--- src/rtl/ctech_lib_hs_toggle_tx_if.sv ---
`default_nettype none
// ============================================================================
// Module      : ctech_lib_hs_toggle_tx_if
// Description : Handshake bundle for the toggle req/ack CDC transmitter:
//               local producer side (in_*), far-domain side (tx_*) and status.
// Revision    : 1.0 - initial release
// ============================================================================
interface ctech_lib_hs_toggle_tx_if #(
    parameter int WIDTH = 8
);
    logic             in_valid;
    logic [WIDTH-1:0] in_data;
    logic             in_ready;
    logic             tx_req;
    logic [WIDTH-1:0] tx_data;
    logic             tx_ack;
    logic             busy;
    logic             timeout_err;
    logic             protocol_err;

    // Environment side: drives the producer inputs and the far-end ack
    modport master (
        output in_valid, in_data, tx_ack,
        input  in_ready, tx_req, tx_data, busy, timeout_err, protocol_err
    );

    // Transmitter side
    modport slave (
        input  in_valid, in_data, tx_ack,
        output in_ready, tx_req, tx_data, busy, timeout_err, protocol_err
    );
endinterface
`default_nettype wire

--- src/rtl/ctech_lib_hs_toggle_tx.sv ---
`default_nettype none
// ============================================================================
// Module      : ctech_lib_hs_toggle_tx
// Description : Source end of a two-phase toggle req/ack CDC handshake.
//               Captures a word, toggles tx_req, and waits until the
//               synchronized ack toggle matches tx_req before accepting again.
//               Flags ack-wait timeouts and spurious acks with sticky errors.
// Revision    : 1.0 - initial release
// ============================================================================
module ctech_lib_hs_toggle_tx #(
    parameter int WIDTH       = 8,
    parameter int SYNC_STAGES = 2,
    parameter int TIMEOUT     = 0
) (
    input  logic                     clk,
    input  logic                     rst,
    ctech_lib_hs_toggle_tx_if.slave  bus
);

    localparam logic [15:0] c_TIMEOUT = 16'(TIMEOUT);
    localparam logic [15:0] c_CNT_MAX = 16'hFFFF;

    typedef enum logic [0:0] {
        S_IDLE     = 1'b0,
        S_WAIT_ACK = 1'b1
    } state_t;

    state_t                 r_state;
    state_t                 w_state_nxt;
    logic [SYNC_STAGES-1:0] r_sync;
    logic                   w_ack_s;
    logic                   r_tx_req;
    logic [WIDTH-1:0]       r_tx_data;
    logic                   r_in_ready;
    logic                   r_busy;
    logic [15:0]            r_wait_cnt;
    logic [15:0]            w_cnt_inc;
    logic                   r_timeout_err;
    logic                   r_protocol_err;
    logic                   w_accept;
    logic                   w_ack_match;

    // Ack synchronizer: shift the asynchronous tx_ack through SYNC_STAGES flops
    always_ff @(posedge clk) begin
        if (rst) begin
            r_sync <= '0;
        end else begin
            r_sync <= {r_sync[SYNC_STAGES-2:0], bus.tx_ack};
        end
    end

    assign w_ack_s     = r_sync[SYNC_STAGES-1];
    assign w_ack_match = (w_ack_s == r_tx_req);
    assign w_accept    = (r_state == S_IDLE) && r_in_ready && bus.in_valid;
    assign w_cnt_inc   = (r_wait_cnt == c_CNT_MAX) ? r_wait_cnt : (r_wait_cnt + 16'd1);

    // Next-state logic: accept moves to WAIT_ACK, matching ack returns to IDLE
    always_comb begin
        w_state_nxt = r_state;
        case (r_state)
            S_IDLE: begin
                if (w_accept) begin
                    w_state_nxt = S_WAIT_ACK;
                end
            end
            S_WAIT_ACK: begin
                if (w_ack_match) begin
                    w_state_nxt = S_IDLE;
                end
            end
            default: begin
                w_state_nxt = S_IDLE;
            end
        endcase
    end

    // State register
    always_ff @(posedge clk) begin
        if (rst) begin
            r_state <= S_IDLE;
        end else begin
            r_state <= w_state_nxt;
        end
    end

    // Request toggle, held word and registered ready/busy; ready stays low
    // for the first cycle after reset so it rises on the first free edge
    always_ff @(posedge clk) begin
        if (rst) begin
            r_tx_req   <= 1'b0;
            r_tx_data  <= '0;
            r_in_ready <= 1'b0;
            r_busy     <= 1'b0;
        end else begin
            if (w_accept) begin
                r_tx_req  <= ~r_tx_req;
                r_tx_data <= bus.in_data;
            end
            r_in_ready <= (w_state_nxt == S_IDLE);
            r_busy     <= (w_state_nxt == S_WAIT_ACK);
        end
    end

    // Saturating wait counter: cleared on accept, counts cycles spent waiting
    always_ff @(posedge clk) begin
        if (rst) begin
            r_wait_cnt <= 16'd0;
        end else if (w_accept) begin
            r_wait_cnt <= 16'd0;
        end else if (r_state == S_WAIT_ACK) begin
            r_wait_cnt <= w_cnt_inc;
        end
    end

    // Sticky timeout flag: set when the counter reaches TIMEOUT; the transfer
    // keeps waiting and is never re-requested
    always_ff @(posedge clk) begin
        if (rst) begin
            r_timeout_err <= 1'b0;
        end else if ((c_TIMEOUT != 16'd0) && (r_state == S_WAIT_ACK) &&
                     (w_cnt_inc == c_TIMEOUT)) begin
            r_timeout_err <= 1'b1;
        end
    end

    // Sticky protocol flag: an ack toggle seen while nothing is outstanding
    always_ff @(posedge clk) begin
        if (rst) begin
            r_protocol_err <= 1'b0;
        end else if ((r_state == S_IDLE) && !w_ack_match) begin
            r_protocol_err <= 1'b1;
        end
    end

    assign bus.in_ready     = r_in_ready;
    assign bus.tx_req       = r_tx_req;
    assign bus.tx_data      = r_tx_data;
    assign bus.busy         = r_busy;
    assign bus.timeout_err  = r_timeout_err;
    assign bus.protocol_err = r_protocol_err;

endmodule
`default_nettype wire

--- src/flat_wrapper.sv ---
// flat-port wrapper written by rule: the top's interface ports become plain ports
module ctech_lib_hs_toggle_tx_flat 
#(
    parameter int WIDTH       = 8,
    parameter int SYNC_STAGES = 2,
    parameter int TIMEOUT     = 0
)
  (clk, rst, bus_in_valid, bus_in_data, bus_tx_ack, bus_in_ready, bus_tx_req, bus_tx_data, bus_busy, bus_timeout_err, bus_protocol_err);
  ctech_lib_hs_toggle_tx_if #(.WIDTH(WIDTH)) bus_i ();
  input  logic clk;
  input  logic rst;
  input wire logic [$bits(bus_i.in_valid)-1:0] bus_in_valid;
  input wire logic [$bits(bus_i.in_data)-1:0] bus_in_data;
  input wire logic [$bits(bus_i.tx_ack)-1:0] bus_tx_ack;
  output wire logic [$bits(bus_i.in_ready)-1:0] bus_in_ready;
  output wire logic [$bits(bus_i.tx_req)-1:0] bus_tx_req;
  output wire logic [$bits(bus_i.tx_data)-1:0] bus_tx_data;
  output wire logic [$bits(bus_i.busy)-1:0] bus_busy;
  output wire logic [$bits(bus_i.timeout_err)-1:0] bus_timeout_err;
  output wire logic [$bits(bus_i.protocol_err)-1:0] bus_protocol_err;
  assign bus_i.in_valid = bus_in_valid;
  assign bus_i.in_data = bus_in_data;
  assign bus_i.tx_ack = bus_tx_ack;
  assign bus_in_ready = bus_i.in_ready;
  assign bus_tx_req = bus_i.tx_req;
  assign bus_tx_data = bus_i.tx_data;
  assign bus_busy = bus_i.busy;
  assign bus_timeout_err = bus_i.timeout_err;
  assign bus_protocol_err = bus_i.protocol_err;
  ctech_lib_hs_toggle_tx #(.WIDTH(WIDTH), .SYNC_STAGES(SYNC_STAGES), .TIMEOUT(TIMEOUT)) u_core (.clk(clk), .rst(rst), .bus(bus_i));
endmodule
--- config.mk ---
export PLATFORM = sky130hd
export DESIGN_NAME = ctech_lib_hs_toggle_tx_flat
export DESIGN_NICKNAME = d
export VERILOG_FILES = /design/src/rtl/ctech_lib_hs_toggle_tx_if.sv /design/src/rtl/ctech_lib_hs_toggle_tx.sv /design/src/flat_wrapper.sv
export SDC_FILE = /design/constraint.sdc
export NUM_CORES = 1
export LEC_CHECK = 0
export BUFFER_PORTS_ARGS = -buffer_cell sky130_fd_sc_hd__buf_4
export CORE_UTILIZATION = 44
export DETAILED_ROUTE_END_ITERATION = 8
export PLACE_DENSITY = 0.72
export SYNTH_ARGS = -nofsm -noshare
export SYNTH_HDL_FRONTEND = slang
export SYNTH_SLANG_ARGS = --single-unit
--- constraint.sdc ---
create_clock -name clk -period 1.3 [get_ports clk]
set_input_delay 0 -clock clk [delete_from_list [all_inputs] [get_ports clk]]
set_output_delay 0 -clock clk [all_outputs]
set_load 0.005 [all_outputs]
==> results of run 1 <==
worst max-delay path, delay by kind of cell (launching register included):
family / cells / cell delay (ns)
flops: 1 / 0.40
simple gates: 1 / 0.24
compound gates: 1 / 0.22
buf+inv: 1 / 0.16
cell type report:
type	instances	area (um^2)	share of cell area, %
flip-flops and latches	14	280.3	31.64
inverters	1	3.754	0.4237
repair buffers	32	272.8	30.79
clock buffers	4	36.28	4.096
well taps	14	17.52	1.977
multi-input cells	37	275.3	31.07
flip-flops by register name, indices dropped and copies added (netlist names):
| register | flops |
|---|---|
| u_core.bus.protocol_err | 1 |
| u_core.r_sync | 2 |
| u_core.r_state | 1 |
| u_core.bus.in_ready | 1 |
| u_core.bus.tx_req | 1 |
| u_core.bus.tx_data | 8 |
worst max-delay path by stage:
| stage | start | endpoint | slack [ns] | cells past startpoint |
|---|---|---|---|---|
| 2_1_floorplan | u_core.r_state$_SDFF_PP0_ | u_core.r_state$_SDFF_PP0_ | 0.24 | 3 |
| 3_3_place_gp | u_core.r_state$_SDFF_PP0_ | u_core.r_state$_SDFF_PP0_ | 0.22 | 3 |
| 3_5_place_dp | u_core.r_state$_SDFF_PP0_ | u_core.r_state$_SDFF_PP0_ | 0.18 | 3 |
| 4_1_cts | u_core.r_state$_SDFF_PP0_ | u_core.r_state$_SDFF_PP0_ | 0.17 | 3 |
| 5_1_grt | u_core.r_state$_SDFF_PP0_ | u_core.r_state$_SDFF_PP0_ | 0.12 | 3 |
| 6_report | u_core.r_state$_SDFF_PP0_ | u_core.r_state$_SDFF_PP0_ | 0.18 | 3 |
cells by family (layout without fill, tap and decap cells):
kind of cell,Yosys count,in the layout,share of synthesized area [%]
buf+inv,5,37,5.329
other cells,1,1,0.6390
xor+xnor,1,1,1.493
flops,14,14,47.76
compound gates,3,3,5.117
mux,9,9,15.57
simple gates,23,23,24.09
cell usage in the layout, fill, tap and decap left out, drive strengths merged:
cell and instances:
a22o 2, conb 1, xor2 1, nor2b 4, inv 1, mux2i 8
clkbuf 4, nor2 2, mux2 1, nand2b 16, a211oi 1, dfxtp 14
dlygate4sd3 8, and3b 1, buf 24
report_power, final:
group / switching (mW) / internal, mW / leakage, nW
Clock: 0.138 / 0.170 / 0.0210
Sequential: 0.0160 / 0.456 / 0.115
Combinational: 0.0556 / 0.108 / 0.265
metal layers:
metal | share of wire [%] | vias to the layer above | track usage [%] | wire length, um
met2 | 49 | 17 | 29.58 | 545
met1 | 41 | 200 | 20.00 | 454
met5 | 0 | - | 0 | 0
met4 | 1.0 | 0 | 12.93 | 11
li1 | - | 241 | - | -
met3 | 8.5 | 2 | 6.977 | 94
==> metrics.yaml, run 1 <==
status:
  status: "completed"
clocking:
  cts_root_buf: "clkbuf_4"
  clock_path_buffers: 2
  cts.sinks: 14
  numCtsBuffers: 3
  clk_pin_slew_ns: 0.09
  cts_tree: "yes"
  h-tree-depth: 1
  cts_hold_buf: 8
  cts_resized: 0
  clk_latency_ns: 0.27
  cts_setup_buffers: 0
critical_path:
  r2r_slack_ns: 0.18
  critPathRequiredTime_ns: 1.47
  worst_setup_path_end_kind: "flop"
  critPathKind: "reg -> reg"
  slowest_stage: "dfxtp_1"
  rr_endpoint: "u_core.r_state$_SDFF_PP0_"
  r2r_cells: 3
  startpoint_type: "flop"
  crit_arrival_ns: 1.29
  critPathMaxStageDelay_ns: 0.40
  timing.rr.start: "u_core.r_state$_SDFF_PP0_"
  path_max_fanout: 10
  path_cells: "and3b_1 -> buf_12 -> a22o_1"
routing:
  drc: 0
  first_pass_iters: 4
  ant_nets: 0
  wirelength_um: 1105
  avgViaCountPerCell: 4.510
  vias: 460
  avgRoutedWirePerCell_um: 10.83
  initialDrtViolationCount: 10
synth:
  synth_edf_count: 0
  synth_top_cell_by_area: "dfxtp_1"
  syn_area_um2: 586.8
  synth_area_leaders: "dfxtp_1 (48%), nand2b_1 (17%), mux2i_1 (14%), nor2b_1 (4.3%), a22o_1 (3.0%)"
  ys_top_cells_by_count: "nand2b_1 (16), dfxtp_1 (14), mux2i_1 (8)"
  syn_inst: 56
  synth_top_area_share_pct: 47.76
  ys_types: 16
  synth_warnings: 0
  synth_ff_type: "dfxtp_1"
  ys_ff_latch: 14
  yosysSeqAreaShare_pct: 47.76
  synthArstFlopShare_pct: 0
  syn_nets: 68
  yosysMostFrequentCell: "nand2b_1"
  avgSynthCellArea_um2: 10.48
timing:
  finalSetupViolations: 0
  fin_ws_ns: 0.1814
  max_freq_mhz: 894.0
  layout_min_cycle_time_ns: 1.119
  fin_skew_ns: 0.002459
  hold_violations: 0
  rsz0062_at_grt: "no"
  fin_hold_ws_ns: 0.02333
  post-route-period-util_pct: 86.05
  drv_slew: 0
  tns_ns: 0
power_and_ir_drop:
  powerDensity_nw_per_um2: 1065
  vdd_drop_max_v: 0.0006584
  power_mw: 0.9438
  p_leak_nw: 0.4013
floorplanning:
  io_pins: 25
  dieArea_um2: 1484
  core-area_um2: 1171
  rows: 12
  die_w_um: 38.52
  die_h_um: 38.52
  initial_utilization_pct: 50.11
final_layout:
  fill_cells: 91
  nets: 101
  fin_area_um2: 885.9
  area_growth_pct: 50.96
  final_cells: 102
  diodes: 0
  drive_above_1_share_pct: 34.09
  post-route-util_pct: 75.64
grt:
  antenna_found_initial: 0
  grt_pass1_vias: 428
  grt_pass1_wl_um: 1759
  track_usage_pct: 18.60
  grt_start_max_net_pins: 25
  grt_overflow_total: 0
min_path:
  min_from: "rst"
  holdPathEnd: "u_core.bus.in_ready$_SDFF_PP0_"
  hold_class: "in -> reg"
  min_path_cells: 2
placed_design:
  dpl.cell_count: 90
  gp_congestion: 0.6143
  dpl_cell_area_um2: 769.5
  port_buffers: 23
  pre_cts_ws_ns: 0.1832
  dp_hpwl_um: 707.5
flow_run:
  max_cap_viol_count: 0
Power figures use the tool's default switching activity.
==> inputs of run 2 (changes only) <==
Clock period 1.3 ns to 1.1 ns, I/O delays scaled along.
==> run 2 against run 1 <==
Effect of this change:
- wire length up 0.27%
- critical endpoint is now u_core.bus.tx_req$_SDFFE_PP0P_
- hold slack worse by 0.0037 ns
- die area unchanged
- largest power group unchanged
- largest cell class unchanged
==> metrics.yaml, run 2 (synthesis gave the netlist of run 1 again) <==
clocking:
  clk_pin_slew_ns: 0.08
  numCtsBuffers: 3
  cts_setup_buffers: 0
  cts.sinks: 14
  clk_latency_ns: 0.27
  cts_root_buf: "clkbuf_4"
  cts_tree: "yes"
  h-tree-depth: 1
  clock_path_buffers: 2
final_layout:
  multi_input_area_um2: 276.5
  register_area_um2: 280.3
  final_cells: 103
  nets: 103
  fill_cells: 97
  diodes: 0
  drive_above_1_share_pct: 35.96
  layout_common_cells: "buf_4 (25), nand2b_1 (16), dfxtp_1 (14)"
  layout_commonest_cell: "buf_4"
  area_growth_pct: 49.89
  largest_reg_flops: 8
timing:
  drv_slew: 0
  rsz0062_at_grt: "no"
  layout_min_cycle_time_ns: 1.021
  max_freq_mhz: 979.0
  finalSetupViolations: 0
  tns_ns: 0
  fin_skew_ns: 0.002634
  post-route-period-util_pct: 92.86
  hold_violations: 0
grt:
  grt_start_max_net_pins: 25
  track_usage_pct: 18.58
  antenna_found_initial: 0
  grt_pass1_vias: 483
  grt_pass1_wl_um: 1856
  grt_overflow_total: 0
floorplanning:
  rows: 12
  die_w_um: 38.52
  dieArea_um2: 1484
  initial_utilization_pct: 50.11
  core-area_um2: 1171
  die_h_um: 38.52
  io_pins: 25
routing:
  wirelength_um: 1108
  vias: 483
  drc: 0
  first_pass_iters: 3
  ant_nets: 0
  avgViaCountPerCell: 4.689
  initialDrtViolationCount: 2
  avgRoutedWirePerCell_um: 10.76
placed_design:
  gp_congestion: 0.5654
  dpl.cell_count: 92
  port_buffers: 23
critical_path:
  critPathRequiredTime_ns: 1.26
  worst_setup_path_end_kind: "flop"
  startpoint_type: "flop"
  critPathMaxStageDelay_ns: 0.34
  slowest_stage: "mux2_2"
  path_cells: "and3b_2 -> mux2_2"
  crit_arrival_ns: 1.18
  critPathKind: "reg -> reg"
  path_max_fanout: 4
  r2r_cells: 2
power_and_ir_drop:
  p_leak_nw: 0.4017
  powerDensity_nw_per_um2: 1172
  vdd_drop_max_v: 0.0006218
min_path:
  min_path_cells: 2
  hold_class: "in -> reg"
flow_run:
  max_cap_viol_count: 0
status:
  status: "completed"
run 2: layer usage:
metal | global-route usage (%) | vias up | part of all wire, %
li1 | - | 244 | -
met1 | 18.51 | 223 | 46
met2 | 33.75 | 14 | 49
met3 | 3.488 | 2 | 4.5
met4 | 12.93 | 0 | 0.90
met5 | 0 | - | 0
run 2: what timing repair did:
item,4_1_cts,5_1_grt
setup endpoints to repair,0,3
hold buffers,8,0
endpoints found under the hold margin,8,0
resized for setup,0,2
run 2: layout make-up:
cell class	instances	area share, %
sequential	14	31.86
timing repair buffer	34	31.72
multi-input combinational	37	31.44
clock buffer	3	2.560
tap	14	1.991
inverter	1	0.4267
run 2: power breakdown:
group,switching (mW),internal (mW)
logic,0.0673,0.129
clock network,0.152,0.127
registers,0.0168,0.539
total,0.236,0.794
run 2: final timing paths:
kind                               start                              to  slack (ns)
max            u_core.r_state$_SDFF_PP0_  u_core.bus.tx_req$_SDFFE_PP0P_        0.08
min                                  rst  u_core.bus.in_ready$_SDFF_PP0_        0.02
max reg2reg    u_core.r_state$_SDFF_PP0_  u_core.bus.tx_req$_SDFFE_PP0P_        0.08
min reg2reg  u_core.r_sync[0]$_SDFF_PP0_     u_core.r_sync[1]$_SDFF_PP0_        0.45
run 2: stage by stage:
step           setup WS (ns)  instance area [um^2]  hold slack [ns]  total power, mW  util (%)
6_report             0.07852                 879.6          0.01959            1.031     75.11
5_1_grt              0.03428                 879.6          0.03213            1.085     75.11
4_1_cts              0.03993                 874.6         0.006439            1.046     74.68
3_5_place_dp         0.06319                 772.0           0.2365           0.7406     65.92
3_3_place_gp         0.07512                 772.0           0.2095           0.7376     65.92
2_1_floorplan        0.03864                 586.8           0.1282           0.6541         -
run 2: worst max-delay path: cells and delay by family, from the launching register on:
| family | cells | cell delay (ns) |
|---|---|---|
| flops | 1 | 0.31 |
| mux | 1 | 0.34 |
| simple gates | 1 | 0.27 |
